===== src/rtl/tile_sequencer_if.sv =====
// Player-side bus of the tile sequencer: start/random/button inputs plus playfield, score and status outputs.
interface tile_sequencer_if #(
    parameter int ROWS    = 4,
    parameter int SCORE_W = 10
);
    logic                 start;
    logic [2:0]           ran;
    logic [3:0]           btn;
    logic [4*ROWS-1:0]    rows;
    logic                 state_change;
    logic [SCORE_W-1:0]   score;
    logic [3:0]           level;
    logic                 playing;
    logic                 game_over;
    logic [1:0]           lives;

    modport master (
        output start, ran, btn,
        input  rows, state_change, score, level, playing, game_over, lives
    );

    modport slave (
        input  start, ran, btn,
        output rows, state_change, score, level, playing, game_over, lives
    );
endinterface


===== src/rtl/tile_sequencer.sv =====
// Tile game controller: scroll timer, lane queue, scoring and IDLE/RUN/OVER flow.
// Optional LIVES_EN macro gives three lives per game instead of a single one.
//   state | meaning
//   IDLE  | after reset, waiting for start
//   RUN   | game in progress, timer scrolling rows
//   OVER  | game ended, outputs frozen until start
module tile_sequencer #(
    parameter int ROWS       = 4,
    parameter int TICK_INIT  = 25000000,
    parameter int TICK_STEP  = 2000000,
    parameter int TICK_MIN   = 5000000,
    parameter int LEVEL_HITS = 8,
    parameter int SCORE_W    = 10
) (
    input logic             clk,
    input logic             rst_n,
    tile_sequencer_if.slave bus
);
    localparam int RW = 4 * ROWS;
    localparam int HW = $clog2(LEVEL_HITS + 1);

    typedef enum logic [1:0] {IDLE, RUN, OVER} state_t;

    state_t             state, state_nxt;
    logic [RW-1:0]      rows_q;
    logic [SCORE_W-1:0] score_q;
    logic [3:0]         level_q;
    logic [HW-1:0]      hit_cnt;
    logic [25:0]        cnt, period, period_cur, period_nxt;
    logic               sc_q;

    logic [3:0] row0, new_top;
    logic       running, onehot, hit, wrong, tick, miss, fail, lvl_up, last_life;

    assign running = (state == RUN);
    assign row0    = rows_q[3:0];
    assign onehot  = (bus.btn != 4'd0) && ((bus.btn & (bus.btn - 4'd1)) == 4'd0);
    assign hit     = running && onehot && (bus.btn == row0);
    assign wrong   = running && (bus.btn != 4'd0) && !hit;
    assign tick    = running && (cnt == period_cur - 26'd1);
    // a same-cycle hit clears row 0 before the tick looks at it
    assign miss    = tick && !hit && (row0 != 4'd0);
    assign fail    = wrong || miss;
    assign lvl_up  = hit && (hit_cnt == HW'(LEVEL_HITS - 1));
    assign new_top = bus.ran[2] ? 4'b0000 : (4'b1000 >> bus.ran[1:0]);

    always_comb begin
        period_nxt = period;
        if (lvl_up)
            period_nxt = (period >= 26'(TICK_MIN + TICK_STEP)) ? period - 26'(TICK_STEP)
                                                                : 26'(TICK_MIN);
    end

`ifdef LIVES_EN
    logic [1:0] lives_q;

    assign last_life = (lives_q == 2'd1);
    assign bus.lives = lives_q;

    always_ff @(posedge clk) begin
        if (!rst_n)
            lives_q <= 2'd3;
        else if (!running && bus.start)
            lives_q <= 2'd3;
        else if (fail)
            lives_q <= lives_q - 2'd1;
    end
`else
    assign last_life = 1'b1;
    assign bus.lives = 2'd1;
`endif

    always_ff @(posedge clk) begin
        if (!rst_n)
            state <= IDLE;
        else
            state <= state_nxt;
    end

    always_comb begin
        state_nxt = state;
        case (state)
            IDLE:    if (bus.start) state_nxt = RUN;
            RUN:     if (fail && last_life) state_nxt = OVER;
            OVER:    if (bus.start) state_nxt = RUN;
            default: state_nxt = IDLE;
        endcase
    end

    always_ff @(posedge clk) begin
        if (!rst_n) begin
            rows_q     <= '0;
            score_q    <= '0;
            level_q    <= 4'd0;
            hit_cnt    <= '0;
            cnt        <= 26'd0;
            period     <= 26'(TICK_INIT);
            period_cur <= 26'(TICK_INIT);
            sc_q       <= 1'b0;
        end else begin
            sc_q <= 1'b0;
            if (!running) begin
                if (bus.start) begin
                    rows_q     <= '0;
                    score_q    <= '0;
                    level_q    <= 4'd0;
                    hit_cnt    <= '0;
                    cnt        <= 26'd0;
                    period     <= 26'(TICK_INIT);
                    period_cur <= 26'(TICK_INIT);
                end
            end else if (!(fail && last_life)) begin
                if (hit) begin
                    if (score_q != {SCORE_W{1'b1}})
                        score_q <= score_q + SCORE_W'(1);
                    hit_cnt <= lvl_up ? '0 : hit_cnt + HW'(1);
                    if (lvl_up && level_q != 4'hF)
                        level_q <= level_q + 4'd1;
                    period <= period_nxt;
                end
                // a shortened period only takes effect at the next wrap
                if (tick) begin
                    rows_q     <= {new_top, rows_q[RW-1:4]};
                    cnt        <= 26'd0;
                    period_cur <= period_nxt;
                    sc_q       <= 1'b1;
                end else begin
                    cnt <= cnt + 26'd1;
                    if (hit)
                        rows_q[3:0] <= 4'd0;
                end
            end
        end
    end

    assign bus.rows         = rows_q;
    assign bus.state_change = sc_q;
    assign bus.score        = score_q;
    assign bus.level        = level_q;
    assign bus.playing      = running;
    assign bus.game_over    = (state == OVER);
endmodule

===== src/flat_wrapper.sv =====
// flat-port wrapper written by rule: the top's interface ports become plain ports
module tile_sequencer_flat 
#(
    parameter int ROWS       = 4,
    parameter int TICK_INIT  = 25000000,
    parameter int TICK_STEP  = 2000000,
    parameter int TICK_MIN   = 5000000,
    parameter int LEVEL_HITS = 8,
    parameter int SCORE_W    = 10
)
  (clk, rst_n, bus_start, bus_ran, bus_btn, bus_rows, bus_state_change, bus_score, bus_level, bus_playing, bus_game_over, bus_lives);
  tile_sequencer_if #(.ROWS(ROWS), .SCORE_W(SCORE_W)) bus_i ();
  input logic clk;
  input logic rst_n;
  input wire logic [$bits(bus_i.start)-1:0] bus_start;
  input wire logic [$bits(bus_i.ran)-1:0] bus_ran;
  input wire logic [$bits(bus_i.btn)-1:0] bus_btn;
  output wire logic [$bits(bus_i.rows)-1:0] bus_rows;
  output wire logic [$bits(bus_i.state_change)-1:0] bus_state_change;
  output wire logic [$bits(bus_i.score)-1:0] bus_score;
  output wire logic [$bits(bus_i.level)-1:0] bus_level;
  output wire logic [$bits(bus_i.playing)-1:0] bus_playing;
  output wire logic [$bits(bus_i.game_over)-1:0] bus_game_over;
  output wire logic [$bits(bus_i.lives)-1:0] bus_lives;
  assign bus_i.start = bus_start;
  assign bus_i.ran = bus_ran;
  assign bus_i.btn = bus_btn;
  assign bus_rows = bus_i.rows;
  assign bus_state_change = bus_i.state_change;
  assign bus_score = bus_i.score;
  assign bus_level = bus_i.level;
  assign bus_playing = bus_i.playing;
  assign bus_game_over = bus_i.game_over;
  assign bus_lives = bus_i.lives;
  tile_sequencer #(.ROWS(ROWS), .TICK_INIT(TICK_INIT), .TICK_STEP(TICK_STEP), .TICK_MIN(TICK_MIN), .LEVEL_HITS(LEVEL_HITS), .SCORE_W(SCORE_W)) u_core (.clk(clk), .rst_n(rst_n), .bus(bus_i));
endmodule

===== config.mk =====
export PLATFORM = sky130hd
export DESIGN_NAME = tile_sequencer_flat
export DESIGN_NICKNAME = d
export VERILOG_FILES = /design/src/rtl/tile_sequencer_if.sv /design/src/rtl/tile_sequencer.sv /design/src/flat_wrapper.sv
export SDC_FILE = /design/constraint.sdc
export NUM_CORES = 1
export LEC_CHECK = 0
export ABC_AREA = 1
export BUFFER_PORTS_ARGS = -buffer_cell sky130_fd_sc_hd__clkbuf_2
export CAP_MARGIN = 40
export CORE_UTILIZATION = 50
export CTS_BUF_LIST = sky130_fd_sc_hd__clkbuf_16
export DETAILED_ROUTE_END_ITERATION = 16
export GPL_ROUTABILITY_DRIVEN = 0
export PLACE_DENSITY = 0.67
export SYNTH_ARGS = -nofsm -noshare
export SYNTH_HDL_FRONTEND = slang
export SYNTH_SLANG_ARGS = --single-unit

===== constraint.sdc =====
create_clock -name clk -period 2.93 [get_ports clk]
set_input_delay 0.293 -clock clk [delete_from_list [all_inputs] [get_ports clk]]
set_output_delay 0.293 -clock clk [all_outputs]
set_load 0.03 [all_outputs]

==> out/qor.yml <==
worst_hold_path:
  hold_path.class: "in -> reg"
  holdCritStartpoint: "bus_ran[2]"
  holdPathEnd: "u_core.bus.rows[13]$_SDFFE_PN0P_"
  min_delay_path_depth: 4
timing:
  worstMarginPinSlew_ps: 745.1
  hold_viol: 0
  post-route-period-util_pct: 93.17
  skew_ps: 10.64
  fmax_mhz: 366.3
  slew_viol_final: 0
  layout_min_cycle_time_ps: 2730
  slew_headroom_pct: 50.14
  setup_slack_ps: 200.1
  setup_viol: 0
  whs_ps: 159.6
worst_setup_path:
  path_buf_inv: 2
  crit_path_cell_trace: "nor2_1, nand2_1, nor2_1, nand2_1, nor2_1, xor2_2, nor2_1, nand2_1, nor2_4, nand4_1, nand2_2, nand2_4, nand3_4, buf_4, clkbuf_16, a21oi_1, nor2_1"
  crit_top_cell: "nor2_1"
  cpPeakStageDelay_ps: 350
  critPathArrivalTime_ps: 3050
  slowest_stage: "dfxtp_1"
  cp_top_family: "simple AND/OR/NAND/NOR gates"
  cp.depth: 17
  worstSetupStartpointType: "flip-flop"
  worst_setup_path_end_kind: "flip-flop"
  rrSetupSlack_ps: 200
  timing.rr.end: "u_core.period_cur[8]$_SDFFE_PN0P_"
  critPathKind: "reg -> reg"
  ff2ff_path_depth: 17
  rr_startpoint: "u_core.period_cur[9]$_SDFFE_PN0P_"
  critPathMaxFanout: 20
  crit_required_ps: 3250
clock_tree:
  cts.sinks: 115
  cts_tree: "done"
  root_buffer: "clkbuf_16"
  cts.clk_slew.worst_paths_ps: 60
  holdBufCountCts: 0
  cts_made_buffers: 17
  clockBufferDepth: 2
  worstSkewPairLatency_ps: 430
  ctsHtreeMaxLevel: 4
place:
  dp_cells: 1434
  dpl-instance-area_mm2: 0.008175
  port_buffers: 42
  pre_cts_slack_ps: 63.85
  dp_hpwl_um: 16820
finish:
  fin_util_pct: 58.97
  nFillCells: 1479
  nets: 1287
  area_growth_pct: 15.15
  fin_cells: 1472
  stdcell_area_mm2: 0.008931
  drive_gt1_share_pct: 11.84
  num_antenna_cells: 0
die:
  fp.dieW_um: 126.6
  start_util_pct: 51.21
  dieHeight_um: 126.6
  pin_count: 45
  core_mm2: 0.01515
  dieArea_mm2: 0.01601
  num_rows: 45
synth:
  ys.flop_type: "dfxtp_1"
  syn_area_per_cell_um2: 6.332
  syn_area_mm2: 0.007756
  ys_seq_area_share_pct: 29.68
  synthCells: 1225
  synth-seq-cells: 115
  synth-async-reset-ratio_pct: 0
  synth-edff-count: 0
  synth_cell_type_count: 48
  synth_top_area_cell: "dfxtp_1"
  ys_warn_count: 0
  synth.area.top_cells: "dfxtp_1 (30%), nand2_1 (15%), nand3_1 (7.2%)"
  synth_fp_nets: 1241
  yosysTopAreaCellShare_pct: 29.68
drt:
  ant_nets: 0
  maxUsedRoutingLayer: "met4"
  drt_pass1_iterations: 7
  routedWlPerCell_um: 15.54
  num_vias: 8192
  wl_met1_um: 10160
  route.met3.wl_um: 1405
  drt-total-wl_um: 22870
  drt-initial-drc-count: 625
  dr_wl_met2_um: 10440
  remaining_drc_errors: 0
  viasPerCell: 5.565
power:
  swShare_pct: 32.66
  p_int_mw: 3.243
  p_comb_share_pct: 20.1
  sequentialPowerShare_pct: 36.2
  ir_drop_v: 0.0004139
  p_leak_nw: 3.913
  p_clk_share_pct: 43.7
  power_switching_mw: 1.573
  power_density_mw_per_mm2: 539.2
grt:
  antenna_found_initial: 0
  grt_pass1_vias: 7317
  grt_util_all_layers_pct: 28.89
  grt_pass1_wl_um: 36580
  grt_max_degree: 60
  gr-total-overflow: 0
run:
  maxCapViolations: 0
outcome:
  status: "finished clean"
stage by stage:
step           power [mW]  setup TNS, ps
6_report            4.815              0
5_1_grt             5.040         -108.8
4_1_cts             4.777              0
3_5_place_dp        2.675              0
3_3_place_gp        2.663              0
2_1_floorplan       2.434              0
layout make-up:
| type | count | area (um^2) | area share [%] |
|---|---|---|---|
| clock buffer | 17 | 425.4 | 4.763 |
| clock inverter | 15 | 170.2 | 1.905 |
| inverter | 150 | 564.3 | 6.318 |
| multi-input combinational | 907 | 4662 | 52.20 |
| sequential | 115 | 2302 | 25.78 |
| tap | 188 | 235.2 | 2.634 |
| timing repair buffer | 80 | 571.8 | 6.402 |
repair_timing:
action | CTS | global route
setup buffers | 0 | 3
resized for setup | 0 | 15
hold endpoints to repair | 0 | 0
endpoints found under the setup margin | 0 | 72
worst min-delay path, delay by kind of cell:
kind	cells	cell delay (ps)
AND/OR/NAND/NOR	2	110
buffers and inverters	1	90
AO/OA/AOI/OAI	1	50
per-layer routing:
layer	vias to the layer above	track usage, %
met2	301	46.21
met1	3723	37.12
met4	0	13.96
met3	75	5.989
met5	-	0
li1	4093	-
power groups by stage:
stage / registers [mW] / clock network [mW] / logic, mW
2_1_floorplan: 1.76 / 0 / 0.676
3_3_place_gp: 1.77 / 0 / 0.893
3_5_place_dp: 1.77 / 0 / 0.903
4_1_cts: 1.74 / 2.13 / 0.907
5_1_grt: 1.75 / 2.20 / 1.09
6_report: 1.74 / 2.10 / 0.968
synth_stat cells (12+ instances only):
| cell | instances |
|---|---|
| nand2_1 | 302 |
| inv_1 | 144 |
| nor2_1 | 139 |
| dfxtp_1 | 115 |
| nand3_1 | 112 |
| a21oi_1 | 69 |
| nand4_1 | 52 |
| xor2_1 | 49 |
| o21ai_0 | 37 |
| nand3b_1 | 24 |
| nor3_1 | 23 |
| clkbuf_1 | 22 |
| nor4_1 | 14 |
| buf_2 | 12 |
| xnor2_1 | 12 |
cells by family (layout without fill, tap and decap cells):
family,after synthesis,in the layout,synth area share (%)
AO/OA/AOI/OAI,138,139,9.905
AND/OR/NAND/NOR,698,698,40.97
buffers and inverters,204,262,11.20
adder cells (fa/ha/maj),6,6,0.9679
XOR/XNOR,62,62,7.179
other,2,2,0.09683
flip-flops,115,115,29.68
flip-flops by register name (all words and copies together), names as in the netlist:
signal and flops:
u_core.bus.rows 16, u_core.bus.score 10, u_core.period_cur 26, u_core.period 26, u_core.bus.state_change 1, u_core.state 2
u_core.hit_cnt 4, u_core.cnt 26, u_core.bus.level 4
cell usage in the layout, fill, tap and decap left out, types with 37 or more instances in the layout:
cell | synthesis | routed
xor2_1 | 49 | 48
nand2_1 | 302 | 298
nand4_1 | 52 | 52
inv_1 | 144 | 142
nand3_1 | 112 | 112
nor2_1 | 139 | 137
o21ai_0 | 37 | 37
clkbuf_2 | 0 | 42
dfxtp_1 | 115 | 115
a21oi_1 | 69 | 69
how the worst max path moves through the flow:
stage,startpoint,end
floorplan,u_core.period_cur[0]$_SDFFE_PN0P_,u_core.cnt[3]$_SDFFE_PN0P_
global placement,u_core.period_cur[0]$_SDFFE_PN0P_,u_core.cnt[2]$_SDFFE_PN0P_
detailed placement,u_core.period_cur[1]$_SDFFE_PN0P_,u_core.cnt[2]$_SDFFE_PN0P_
CTS,u_core.period_cur[1]$_SDFFE_PN0P_,u_core.cnt[0]$_SDFFE_PN0P_
global route,u_core.period_cur[9]$_SDFFE_PN0P_,u_core.period_cur[18]$_SDFFE_PN1P_
finish,u_core.period_cur[9]$_SDFFE_PN0P_,u_core.period_cur[8]$_SDFFE_PN0P_
Power figures use the tool's default switching activity.
